File: config.mk
export PLATFORM = sky130hd
export DESIGN_NAME = tx_rdma_to_axis_eth
export DESIGN_NICKNAME = d
export VERILOG_FILES = /design/src/rtl/tx_rdma_to_axis_eth.sv
export SDC_FILE = /design/constraint.sdc
export NUM_CORES = 1
export LEC_CHECK = 0
export CAP_MARGIN = 10
export CORE_MARGIN = 1.5
export CORE_UTILIZATION = 40
export CTS_BUF_LIST = sky130_fd_sc_hd__clkbuf_8
export CTS_CLUSTER_SIZE = 28
export DETAILED_ROUTE_END_ITERATION = 10
export PLACE_DENSITY = 0.83
export SYNTH_ARGS = -nofsm -noshare
export SYNTH_HDL_FRONTEND = slang
export SYNTH_SLANG_ARGS = --single-unit
export TNS_END_PERCENT = 20
File: constraint.sdc
create_clock -name axis_clk -period 3.1 [get_ports axis_clk]
set_input_delay 0.775 -clock axis_clk [delete_from_list [all_inputs] [get_ports axis_clk]]
set_output_delay 0.775 -clock axis_clk [all_outputs]
set_load 0.02 [all_outputs]
File: src/rtl/tx_rdma_to_axis_eth.sv
`default_nettype none
// +--------------------------------------------------------------------------+
// | tx_rdma_to_axis_eth                                                      |
// | Turns one RDMA-encapsulated frame into the txc/txd stream pair of an     |
// | Ethernet MAC TX. Optional runt padding: define TX_RUNT_PAD_EN.           |
// | Revision: 1.0                                                            |
// +--------------------------------------------------------------------------+
module tx_rdma_to_axis_eth #(
  parameter logic [3:0] TXC_FLAG        = 4'hA,
  parameter int         MIN_FRAME_BYTES = 60
) (
  input  logic        axis_clk,
  input  logic        axis_areset,
  input  logic        send_en,

  input  logic [31:0] s_axis_tdata,
  input  logic [3:0]  s_axis_tkeep,
  input  logic        s_axis_tvalid,
  output logic        s_axis_tready,
  input  logic        s_axis_tlast,

  output logic [31:0] m_axis_txc_tdata,
  output logic [3:0]  m_axis_txc_tkeep,
  output logic        m_axis_txc_tvalid,
  input  logic        m_axis_txc_tready,
  output logic        m_axis_txc_tlast,

  output logic [31:0] m_axis_txd_tdata,
  output logic [3:0]  m_axis_txd_tkeep,
  output logic        m_axis_txd_tvalid,
  input  logic        m_axis_txd_tready,
  output logic        m_axis_txd_tlast,

  output logic        frame_sent,
  output logic [15:0] tx_len_bytes
);

  localparam logic [15:0] c_min_bytes = 16'(MIN_FRAME_BYTES);
  localparam logic [2:0]  c_txc_last  = 3'd5;

  typedef enum logic [1:0] {
    S_IDLE = 2'd0,
    S_TXC  = 2'd1,
    S_DATA = 2'd2
`ifdef TX_RUNT_PAD_EN
    ,S_PAD = 2'd3
`endif
  } state_t;

  state_t      r_state;
  state_t      w_state_nxt;
  logic [2:0]  r_txc_cnt;
  logic [15:0] r_byte_cnt;
  logic [31:0] r_txd_data;
  logic [3:0]  r_txd_keep;
  logic        r_txd_valid;
  logic        r_txd_last;
  logic        r_frame_sent;
  logic [15:0] r_tx_len;

  logic        w_txd_hs;
  logic        w_can_load;
  logic        w_accept;
  logic        w_done;
  logic        w_start;
  logic [2:0]  w_popcnt;
  logic [16:0] w_sum;
  logic [15:0] w_cnt_new;
  logic [31:0] w_ld_data;
  logic [3:0]  w_ld_keep;
  logic        w_ld_last;
  logic [15:0] w_ld_cnt;

  assign w_txd_hs   = r_txd_valid & m_axis_txd_tready;
  assign w_can_load = ~r_txd_valid | m_axis_txd_tready;
  // Once the final word sits in the register, input stays closed until it leaves.
  assign s_axis_tready = (r_state == S_DATA) & ~r_txd_last & w_can_load;
  assign w_accept   = s_axis_tvalid & s_axis_tready;
  assign w_done     = w_txd_hs & r_txd_last;
  assign w_start    = s_axis_tvalid & send_en;

  assign w_popcnt  = 3'(s_axis_tkeep[0]) + 3'(s_axis_tkeep[1])
                   + 3'(s_axis_tkeep[2]) + 3'(s_axis_tkeep[3]);
  assign w_sum     = {1'b0, r_byte_cnt} + {14'd0, w_popcnt};
  assign w_cnt_new = w_sum[16] ? 16'hFFFF : w_sum[15:0];

`ifdef TX_RUNT_PAD_EN
  logic [31:0] w_keep_mask;
  logic        w_pad_entry;
  logic [15:0] w_cnt_round;
  logic        w_round_short;
  logic [15:0] w_pad_cnt;
  logic        w_pad_last;

  assign w_keep_mask   = {{8{s_axis_tkeep[3]}}, {8{s_axis_tkeep[2]}},
                          {8{s_axis_tkeep[1]}}, {8{s_axis_tkeep[0]}}};
  assign w_pad_entry   = w_accept & s_axis_tlast & (w_cnt_new < c_min_bytes);
  // Only used for runts, so the round-up cannot wrap.
  assign w_cnt_round   = (w_cnt_new + 16'd3) & ~16'd3;
  assign w_round_short = w_cnt_round < c_min_bytes;
  assign w_pad_cnt     = r_byte_cnt + 16'd4;
  assign w_pad_last    = w_pad_cnt >= c_min_bytes;

  // A runt whose rounded length already reaches the minimum ends on this word.
  assign w_ld_data = w_pad_entry ? (s_axis_tdata & w_keep_mask) : s_axis_tdata;
  assign w_ld_keep = w_pad_entry ? 4'hF : s_axis_tkeep;
  assign w_ld_last = w_pad_entry ? ~w_round_short : s_axis_tlast;
  assign w_ld_cnt  = w_pad_entry ? w_cnt_round : w_cnt_new;
`else
  assign w_ld_data = s_axis_tdata;
  assign w_ld_keep = s_axis_tkeep;
  assign w_ld_last = s_axis_tlast;
  assign w_ld_cnt  = w_cnt_new;
`endif

  always_ff @(posedge axis_clk or posedge axis_areset) begin
    if (axis_areset) begin
      r_state <= S_IDLE;
    end else begin
      r_state <= w_state_nxt;
    end
  end

  always_comb begin
    w_state_nxt       = r_state;
    m_axis_txc_tvalid = 1'b0;
    m_axis_txc_tdata  = 32'h0;
    m_axis_txc_tkeep  = 4'h0;
    m_axis_txc_tlast  = 1'b0;
    case (r_state)
      S_IDLE: begin
        if (w_start) w_state_nxt = S_TXC;
      end
      S_TXC: begin
        m_axis_txc_tvalid = 1'b1;
        m_axis_txc_tkeep  = 4'hF;
        m_axis_txc_tdata  = (r_txc_cnt == 3'd0) ? {TXC_FLAG, 28'h0} : 32'h0;
        m_axis_txc_tlast  = (r_txc_cnt == c_txc_last);
        if (m_axis_txc_tready && r_txc_cnt == c_txc_last) w_state_nxt = S_DATA;
      end
      S_DATA: begin
        if (w_done) w_state_nxt = S_IDLE;
`ifdef TX_RUNT_PAD_EN
        else if (w_pad_entry && w_round_short) w_state_nxt = S_PAD;
`endif
      end
`ifdef TX_RUNT_PAD_EN
      S_PAD: begin
        if (w_done) w_state_nxt = S_IDLE;
      end
`endif
      default: w_state_nxt = S_IDLE;
    endcase
  end

  always_ff @(posedge axis_clk or posedge axis_areset) begin
    if (axis_areset) begin
      r_txc_cnt    <= 3'd0;
      r_byte_cnt   <= 16'd0;
      r_txd_data   <= 32'h0;
      r_txd_keep   <= 4'h0;
      r_txd_valid  <= 1'b0;
      r_txd_last   <= 1'b0;
      r_frame_sent <= 1'b0;
      r_tx_len     <= 16'd0;
    end else begin
      r_frame_sent <= 1'b0;
      case (r_state)
        S_IDLE: begin
          if (w_start) begin
            r_txc_cnt  <= 3'd0;
            r_byte_cnt <= 16'd0;
          end
        end
        S_TXC: begin
          if (m_axis_txc_tready && r_txc_cnt != c_txc_last) r_txc_cnt <= r_txc_cnt + 3'd1;
        end
        S_DATA: begin
          if (w_done) begin
            r_txd_valid  <= 1'b0;
            r_txd_last   <= 1'b0;
            r_frame_sent <= 1'b1;
            r_tx_len     <= r_byte_cnt;
          end else if (w_accept) begin
            r_txd_valid <= 1'b1;
            r_txd_data  <= w_ld_data;
            r_txd_keep  <= w_ld_keep;
            r_txd_last  <= w_ld_last;
            r_byte_cnt  <= w_ld_cnt;
          end else if (w_txd_hs) begin
            r_txd_valid <= 1'b0;
          end
        end
`ifdef TX_RUNT_PAD_EN
        S_PAD: begin
          if (w_done) begin
            r_txd_valid  <= 1'b0;
            r_txd_last   <= 1'b0;
            r_frame_sent <= 1'b1;
            r_tx_len     <= r_byte_cnt;
          end else if (w_can_load) begin
            r_txd_valid <= 1'b1;
            r_txd_data  <= 32'h0;
            r_txd_keep  <= 4'hF;
            r_txd_last  <= w_pad_last;
            r_byte_cnt  <= w_pad_cnt;
          end
        end
`endif
        default: ;
      endcase
    end
  end

  assign m_axis_txd_tdata  = r_txd_data;
  assign m_axis_txd_tkeep  = r_txd_keep;
  assign m_axis_txd_tvalid = r_txd_valid;
  assign m_axis_txd_tlast  = r_txd_last;
  assign frame_sent        = r_frame_sent;
  assign tx_len_bytes      = r_tx_len;

endmodule
`default_nettype wire

* Word level (Yosys, flattened, before mapping) *
Index checks and enable logic that the tools add are counted.

word-level totals
  bits in registers = 76
  bits of input ports = 43

cells by class
  bitwise logic cells = 10
  mux-type cells = 24
  reductions and logical operators = 15
  add/sub/neg operators = 5
  eq/ne operators = 10

operator list
  cell                   count
  $mux W16               4
  $mux W32               2
  $pmux W16 S2           1
  $add A16 B3 Y17        1
  $ne A2 B2 Y1 const B   6
  $mux W1                9
  $reduce_and A3 Y1      3
  $and A1 B1 Y1          6
  $mux W2                3
  $mux W3                2
  $pmux W2 S3            1
  $pmux W3 S2            1
  $reduce_and A2 Y1      3
  $reduce_bool A2 Y1     3
  $mux W4                1
  $reduce_and A4 Y1      1
  $add A2 B1 Y3          1
  $add A3 B1 Y3          1
  $add A3 B1 Y3 const B  1
  $eq A3 B3 Y1 const B   1
  $logic_not A3 Y1       1
  $ne A3 B3 Y1 const B   1
  $not A1 Y1             3
  $reduce_bool A3 Y1     1
  other kinds (6)        7

* Depth between registers and ports, before layout *
Gate-level depths: netlist of the first run.

  depth in word-level cells = 8
  gate-level depth with buffers = 10
  mapped depth without buffers = 9

* Worst setup path before layout of the first run *
No wires, ideal clock.

  path kind = input to register
  start = in s_axis_tkeep[0]
  end = reg r_byte_cnt[4]
  data required time = 3.006 ns
  library setup time = 0.094 ns
  data arrival time = 2.825 ns
  stages on the path = 10
  setup slack = 0.181 ns
  cells stage by stage = fa_1 inv_1 fa_1 inv_1 fa_1 nand2_2 nor3b_4 buf_6 a211oi_1 a211oi_1

on the way
  longest elaborated chain between the ends = 8

RTL lines
  element               line  text
  from (decl)           17    input logic [3:0] s_axis_tkeep,
  $add A1 B1 Y2         82    assign w_popcnt = 3'(s_axis_tkeep[0]) + 3'(s_axis_tkeep[1])
  $add A2 B1 Y3         83    + 3'(s_axis_tkeep[2]) + 3'(s_axis_tkeep[3]);
  $add A3 B1 Y3         83
  $add A16 B3 Y17       84    assign w_sum = {1'b0, r_byte_cnt} + {14'd0, w_popcnt};
  $mux W16              85    assign w_cnt_new = w_sum[16] ? 16'hFFFF : w_sum[15:0];
  $mux W16              184   end else if (w_accept) begin
  $mux W16              179   if (w_done) begin
  $pmux W16 S2          168   case (r_state)
  to (signal assigned)  189   r_byte_cnt <= w_ld_cnt;
  to (decl)             53    logic [15:0] r_byte_cnt;

Every way passes these cells. The select of a mux whose other input is x is not followed.
A chain may end at the register's enable or synchronous reset.

* Final worst setup path of the first run *
  start = in m_axis_txd_tready
  end = out s_axis_tready

on the way
  longest elaborated chain between the ends = 2

RTL lines
  element        line  text
  from (decl)    31    input logic m_axis_txd_tready,
  $or A1 B1 Y1   75    assign w_can_load = ~r_txd_valid | m_axis_txd_tready;
  $and A1 B1 Y1  77    assign s_axis_tready = (r_state == S_DATA) & ~r_txd_last & w_can_load;
  to (decl)      19    output logic s_axis_tready,

Every way passes these cells.

==> metrics.txt, run 1 <==
WP data arrival 2.09 ns; Synth top area share 0.494; status finished clean; Max stage delay on crit path 0.63 ns; DRT iter0 DRCs 157; Area contributors post-synth dfrtp_1 (49%), nand2_1 (11%), buf_4 (7.0%); R2R depth 9; crit path max fanout 2; Worst Hold Margin 0.475 ns; period utilization 0.926; Antenna Nets Post-Route 0; Final Slew Violations 0; gr usage total 0.167; final hold violations 0; Die Ht 101 um; Fmax 349 MHz; routed len/inst 13.4 um; CTS tree yes; Die Area 10200 um2; Max VDD drop 0.406 mV; Mapped Area 3850 um2; Static Leak 2.46 nW; worst-path cell chain clkdlybuf4s50_1 -> nor2b_1 -> nor3_1 -> clkdlybuf4s50_1; detailed-route DRC error count 0; Clock power frac 0.215; Placed Cells 613; Yosys warning total 0; vias per std cell 4.91; register clock-pin slew on the reported worst setup and hold paths 0.07 ns; filler instances 831; Netlist cell types 58; critical path launch point type input port; Min-Delay Path Class reg -> reg; skew final 0.00816 ns; IO buf count 106; PD cells 630 nW/um2; fin cells 632; WL met3 614 um; Longest Clk Path Bufs 2; top cells by count, synth nand2_1 (114), dfrtp_1 (76), buf_4 (36), inv_1 (13), mux2_2 (13); H-tree Lvls 3; post-synthesis cell count 386; Setup-failing EPs final 0; Layout area overhead 33.2%; share of cells above drive strength 1 0.135; die width 101 um; Hold Buf Count CTS 0; CTS Buf Count 9; most used cell, CP clkdlybuf4s50_1; register area share after synthesis 0.494; Post-Route WL 8450 um; Core Area 9280 um2; Tmin final 2.87 ns; endpoint class of the critical path primary output; number of enable flip-flop cells after synthesis 0; Initial Util 0.415; Seq pwr share 0.419; initial antenna violation count 0; number of max-cap violations 0; DRT met1 WL 3620 um; Comb power frac 0.366; Cell Rows 35; WS Path Type in -> out; Worst-Margin Slew 0.883 ns; prevailing post-synth register cell dfrtp_1; worst-skew pair later-pin latency 0.34 ns; vias in the first global route 2988; Synth area leader dfrtp_1; total gr overflow 0; root buffer cell clkbuf_8; Switching Share 0.347; Final nets 548; drt first pass iters 4; count leader, synth nand2_1; top sig layer met4; first-pass GRT wire length 13700 um; Mapped Avg Cell Area 9.97 um2; RSZ-0062 raised after global routing false; diodes inserted 0; worst-path cell with the longest stage delay clkdlybuf4s50_1; largest net degree at the start of global routing 45; metal2 WL 4120 um; Sw Pwr 1.12 mW; Post-synth ARST share 1.00; Yosys reg bits 76; post-DP HPWL 6150 um; worst relative slew slack 0.409; Data required, critical path 2.32 ns; Placer Congestion 0.827; Hold Crit Depth 2; CTS sink cnt 76; internal power 2.11 mW; # IOs 137; via count 3102
==> cell type report <==
cell class,instances,area (um2),area share
Multi-Input combinational cell,276,1630,0.317
Timing Repair Buffer,122,1200,0.234
Sequential cell,76,1900,0.371
Inverter,13,48.8,0.00951
Tap cell,129,161,0.0315
Clock buffer,12,165,0.0322
Clock inverter,4,22.5,0.00439
==> worst max-delay path: cells and delay by family <==
kind	cells	cell delay, ns
and+or+nand+nor	2	0.22
buffers and inverters	2	1.11
==> power by group through the flow <==
stage | clock (mW) | combinational [mW] | sequential [mW]
after floorplan | 0 | 0.510 | 1.53
after CTS | 0.723 | 1.19 | 1.35
after global routing | 0.767 | 1.28 | 1.38
after detailed placement | 0 | 1.19 | 1.37
after global placement | 0 | 1.15 | 1.36
final | 0.696 | 1.18 | 1.35
==> layer usage <==
metal,vias up,GRT usage
li1,1473,-
met1,1485,0.207
met2,131,0.285
met3,13,0.0451
met4,0,0.0524
met5,-,0
==> registers in the layout, indices dropped and copies added (netlist names) <==
| signal | flops |
|---|---|
| m_axis_txd_tdata | 32 |
| r_byte_cnt | 16 |
| tx_len_bytes | 16 |
| m_axis_txd_tkeep | 4 |
| r_txc_cnt | 3 |
| r_state | 2 |
| frame_sent | 1 |
| m_axis_txd_tlast | 1 |
| m_axis_txd_tvalid | 1 |
==> worst paths after layout <==
check / start / to / slack [ns]
worst max-delay path: m_axis_txd_tready / s_axis_tready / 0.23
worst min-delay path: m_axis_txd_tdata[24]$_DFFE_PP0P_ / m_axis_txd_tdata[24]$_DFFE_PP0P_ / 0.47
worst max register to register: r_byte_cnt[0]$_DFFE_PP0P_ / r_byte_cnt[4]$_DFFE_PP0P_ / 0.95
worst min register to register: m_axis_txd_tdata[24]$_DFFE_PP0P_ / m_axis_txd_tdata[24]$_DFFE_PP0P_ / 0.47
max in group asynchronous: axis_areset / m_axis_txd_tdata[0]$_DFFE_PP0P_ / 1.57
min in group asynchronous: axis_areset / m_axis_txd_tdata[14]$_DFFE_PP0P_ / 0.86
==> layout by cell type, fill, tap and decap left out, types with 3 or more instances in the layout <==
master	count
a31oi_1	4
dfrtp_1	76
nand3_1	10
inv_1	11
clkinv_2	3
o22ai_1	3
a2bb2oi_1	4
o21ai_0	9
nor2b_1	4
conb_1	30
mux2_1	3
a21oi_1	10
mux2_2	13
clkbuf_8	12
buf_4	15
nor3_1	5
nand2_1	114
a41oi_1	3
a21boi_0	3
nor4_1	3
a211oi_1	7
ha_1	4
dlymetal6s2s_1	3
clkdlybuf4s50_1	103
==> per-stage QoR <==
step	util	power, mW	setup slack [ns]	setup TNS [ns]	area [um2]
3_5_place_dp	0.528	2.56	-0.406	-5.25	4900
3_3_place_gp	0.528	2.51	-0.359	-4.50	4900
2_1_floorplan	-	2.04	0.181	0	3960
5_1_grt	0.552	3.43	0.0964	0	5130
6_report	0.552	3.23	0.231	0	5130
4_1_cts	0.549	3.27	-0.00396	-0.00396	5090
==> timing repair <==
item | in CTS | in global routing
resized for setup | 1 | 5
endpoints found under the hold margin | 0 | 0
pin swaps | 2 | 3
buffers inserted | 0 | 3
endpoints found under the setup margin | 4 | 15
==> logic make-up (layout without fill, tap and decap cells) <==
logic type,count (synthesis),in the layout,share of synthesized area
and+or+nand+nor,164,164,0.203
DFF,76,76,0.494
buffers and inverters,63,151,0.115
AOI/OAI and AO/OA,59,59,0.111
muxes,16,16,0.0468
adders and majority gates,7,7,0.0286
other,1,30,0.000974
(Power assumes the default switching activity.)
==> run 2, diff against run 1 <==
--- a/config.mk
+++ b/config.mk
@@ -8,7 +8,7 @@
 export CAP_MARGIN = 10
 export CORE_MARGIN = 1.5
 export CORE_UTILIZATION = 40
-export CTS_BUF_LIST = sky130_fd_sc_hd__clkbuf_8
+export CTS_BUF_LIST = sky130_fd_sc_hd__clkbuf_4
 export CTS_CLUSTER_SIZE = 28
 export DETAILED_ROUTE_END_ITERATION = 10
 export PLACE_DENSITY = 0.83
==> metrics.txt, run 2 (synthesis results as in run 1) <==
Setup-failing EPs final 0 (unchanged); most frequent cells in the layout nand2_1 (114), clkdlybuf4s50_1 (104), dfrtp_1 (76) (was nand2_1 (114), clkdlybuf4s50_1 (103), dfrtp_1 (76)); R2R depth 4 (was 9); CTS tree yes (unchanged); worst-skew pair later-pin latency 0.41 ns (was 0.34 ns); drt first pass iters 4 (unchanged); share of cells above drive strength 1 0.125 (was 0.135); Initial Util 0.415 (unchanged); Static Leak 2.41 nW (was 2.46 nW); root buffer cell clkbuf_4 (was clkbuf_8); Final nets 547 (was 548); endpoint class of the critical path register (was primary output); Fin Setup TNS 0 ns (unchanged); fin cells 631 (was 632); detailed-route DRC error count 0 (unchanged); FF-to-FF End r_byte_cnt[6]$_DFFE_PP0P_ (was r_byte_cnt[4]$_DFFE_PP0P_); RSZ-0062 raised after global routing false (unchanged); final instance area 5030 um2 (was 5130 um2); Placed Cells 613 (unchanged); PD cells 598 nW/um2 (was 630 nW/um2); period utilization 0.964 (was 0.926); register clock-pin slew on the reported worst setup and hold paths 0.11 ns (was 0.07 ns); final hold violations 0 (unchanged); number of max-cap violations 0 (unchanged); Longest Clk Path Bufs 2 (unchanged); Data required, critical path 3.42 ns (was 2.32 ns); Die Area 10200 um2 (unchanged); Cell Rows 35 (unchanged); WS Path Type in -> reg (was in -> out); Worst-Margin Slew 0.907 ns (was 0.883 ns); most common cell after layout, fill and taps aside nand2_1 (unchanged); initial antenna violation count 0 (unchanged); routed len/inst 13.4 um (about the same); # IOs 137 (unchanged); Post-Route WL 8430 um (was 8450 um); total gr overflow 0 (unchanged); status finished clean (unchanged); IO buf count 106 (unchanged); CTS Buf Count 9 (unchanged); CTS sink cnt 76 (unchanged); H-tree Lvls 3 (unchanged); Hold EP m_axis_txd_tdata[24]$_DFFE_PP0P_ (unchanged); DP Area 4900 um2 (unchanged); Core Area 9280 um2 (unchanged); Hold Path Origin m_axis_txd_tdata[24]$_DFFE_PP0P_ (unchanged); worst relative slew slack 0.393 (was 0.409); gr usage total 0.167 (about the same); met2 usage 0.285 (unchanged); Die Ht 101 um (unchanged); critical path launch point type input port (unchanged); RR Startpoint r_byte_cnt[6]$_DFFE_PP0P_ (was r_byte_cnt[0]$_DFFE_PP0P_); vias in the first global route 2967 (was 2988); grt met1 use 0.208 (was 0.207); max FFs per register 32 (unchanged); Antenna Nets Post-Route 0 (unchanged); die width 101 um (unchanged); Fmax 335 MHz (was 349 MHz); vias per std cell 4.89 (was 4.91); Max VDD drop 0.406 mV (about the same); Hold Buf Count CTS 0 (unchanged); WP data arrival 3.31 ns (was 2.09 ns); Placer Congestion 0.827 (unchanged); first-pass GRT wire length 13600 um (was 13700 um); Top Usage Layer GRT met2 (unchanged); Final Slew Violations 0 (unchanged); post-DP HPWL 6150 um (unchanged); Hold Crit Depth 2 (unchanged); Tmin final 2.99 ns (was 2.87 ns); flop2flop setup slack 0.96 ns (was 0.95 ns); skew final 0.0153 ns (was 0.00816 ns); Layout area overhead 30.7% (was 33.2%); via count 3084 (was 3102); diodes inserted 0 (unchanged); crit path max fanout 9 (was 2); DRT iter0 DRCs 233 (was 157); Min-Delay Path Class reg -> reg (unchanged); largest net degree at the start of global routing 45 (unchanged); Total Power 3.01 mW (was 3.23 mW); grt met3 use 0.0388 (was 0.0451)
[run 2: cell count changes in the layout (fill, tap and decap cells not counted)]
cell / delta
buf_4: -1
clkbuf_4: +9
clkbuf_8: -12
clkdlybuf4s50_1: +1
clkinv_1: +3
dlymetal6s2s_1: -1
inv_1: +1
inv_2: -1
[run 2: per-layer routing]
| layer | wire (um) | up-vias | part of all wire |
|---|---|---|---|
| met4 | 92 | 0 | 0.011 |
| li1 | - | 1470 | - |
| met5 | 0 | - | 0 |
| met3 | 585 | 12 | 0.069 |
| met2 | 4090 | 124 | 0.48 |
| met1 | 3670 | 1478 | 0.43 |
[run 2: power breakdown]
group / leakage [nW] / internal (mW) / total [mW] / switching (mW)
combinational: 1.31 / 0.562 / 1.18 / 0.613
clock: 0.0580 / 0.153 / 0.480 / 0.327
sequential: 1.05 / 1.19 / 1.35 / 0.161
total: 2.41 / 1.91 / 3.01 / 1.10
[run 2: worst max path at each step]
stage                                 end       startpoint  cells after the start
6_report       r_byte_cnt[15]$_DFFE_PP0P_  s_axis_tkeep[3]                     11
5_1_grt        r_byte_cnt[15]$_DFFE_PP0P_  s_axis_tkeep[3]                     11
4_1_cts         r_byte_cnt[4]$_DFFE_PP0P_  s_axis_tkeep[0]                     11
3_5_place_dp    r_byte_cnt[4]$_DFFE_PP0P_  s_axis_tkeep[0]                     11
3_3_place_gp   r_byte_cnt[15]$_DFFE_PP0P_  s_axis_tkeep[0]                     11
2_1_floorplan   r_byte_cnt[4]$_DFFE_PP0P_  s_axis_tkeep[0]                     10
[run 2: cell type report]
class | count | area (um2)
Clock buffer | 9 | 67.6
Clock inverter | 7 | 33.8
Fill cell | 846 | 4250
Inverter | 13 | 48.8
Multi-Input combinational cell | 276 | 1630
Sequential cell | 76 | 1900
Tap cell | 129 | 161
Timing Repair Buffer | 121 | 1190
[run 2: repair_timing]
item | 4_1_cts | 5_1_grt
gates resized for setup | 0 | 4
endpoints found under the setup margin | 0 | 10
setup buffers | 0 | 2
[run 2: through the flow]
stage,hold slack (ns),utilization,worst slack (ns)
2_1_floorplan,0.454,-,0.181
3_3_place_gp,0.459,0.528,-0.359
3_5_place_dp,0.464,0.528,-0.406
4_1_cts,0.490,0.539,0.0181
5_1_grt,0.510,0.542,0.00750
6_report,0.483,0.542,0.113
[run 2: critical path: stages]
cell,delay (ns)
clkdlybuf4s50_1,0.44
fa_1,0.49
inv_1,0.05
fa_1,0.36
inv_1,0.08
fa_2,0.23
nand2_4,0.09
nor3b_4,0.26
buf_4,0.22
nor4_1,0.07
a211oi_1,0.23
==> run 3, diff against run 2 <==
--- a/config.mk
+++ b/config.mk
@@ -5,6 +5,7 @@
 export SDC_FILE = /design/constraint.sdc
 export NUM_CORES = 1
 export LEC_CHECK = 0
+export ABC_CLOCK_PERIOD_IN_PS = 3100
 export CAP_MARGIN = 10
 export CORE_MARGIN = 1.5
 export CORE_UTILIZATION = 40
==> results of run 3 <==
The final DEF is identical to that of run 2; final timing and power are the same.
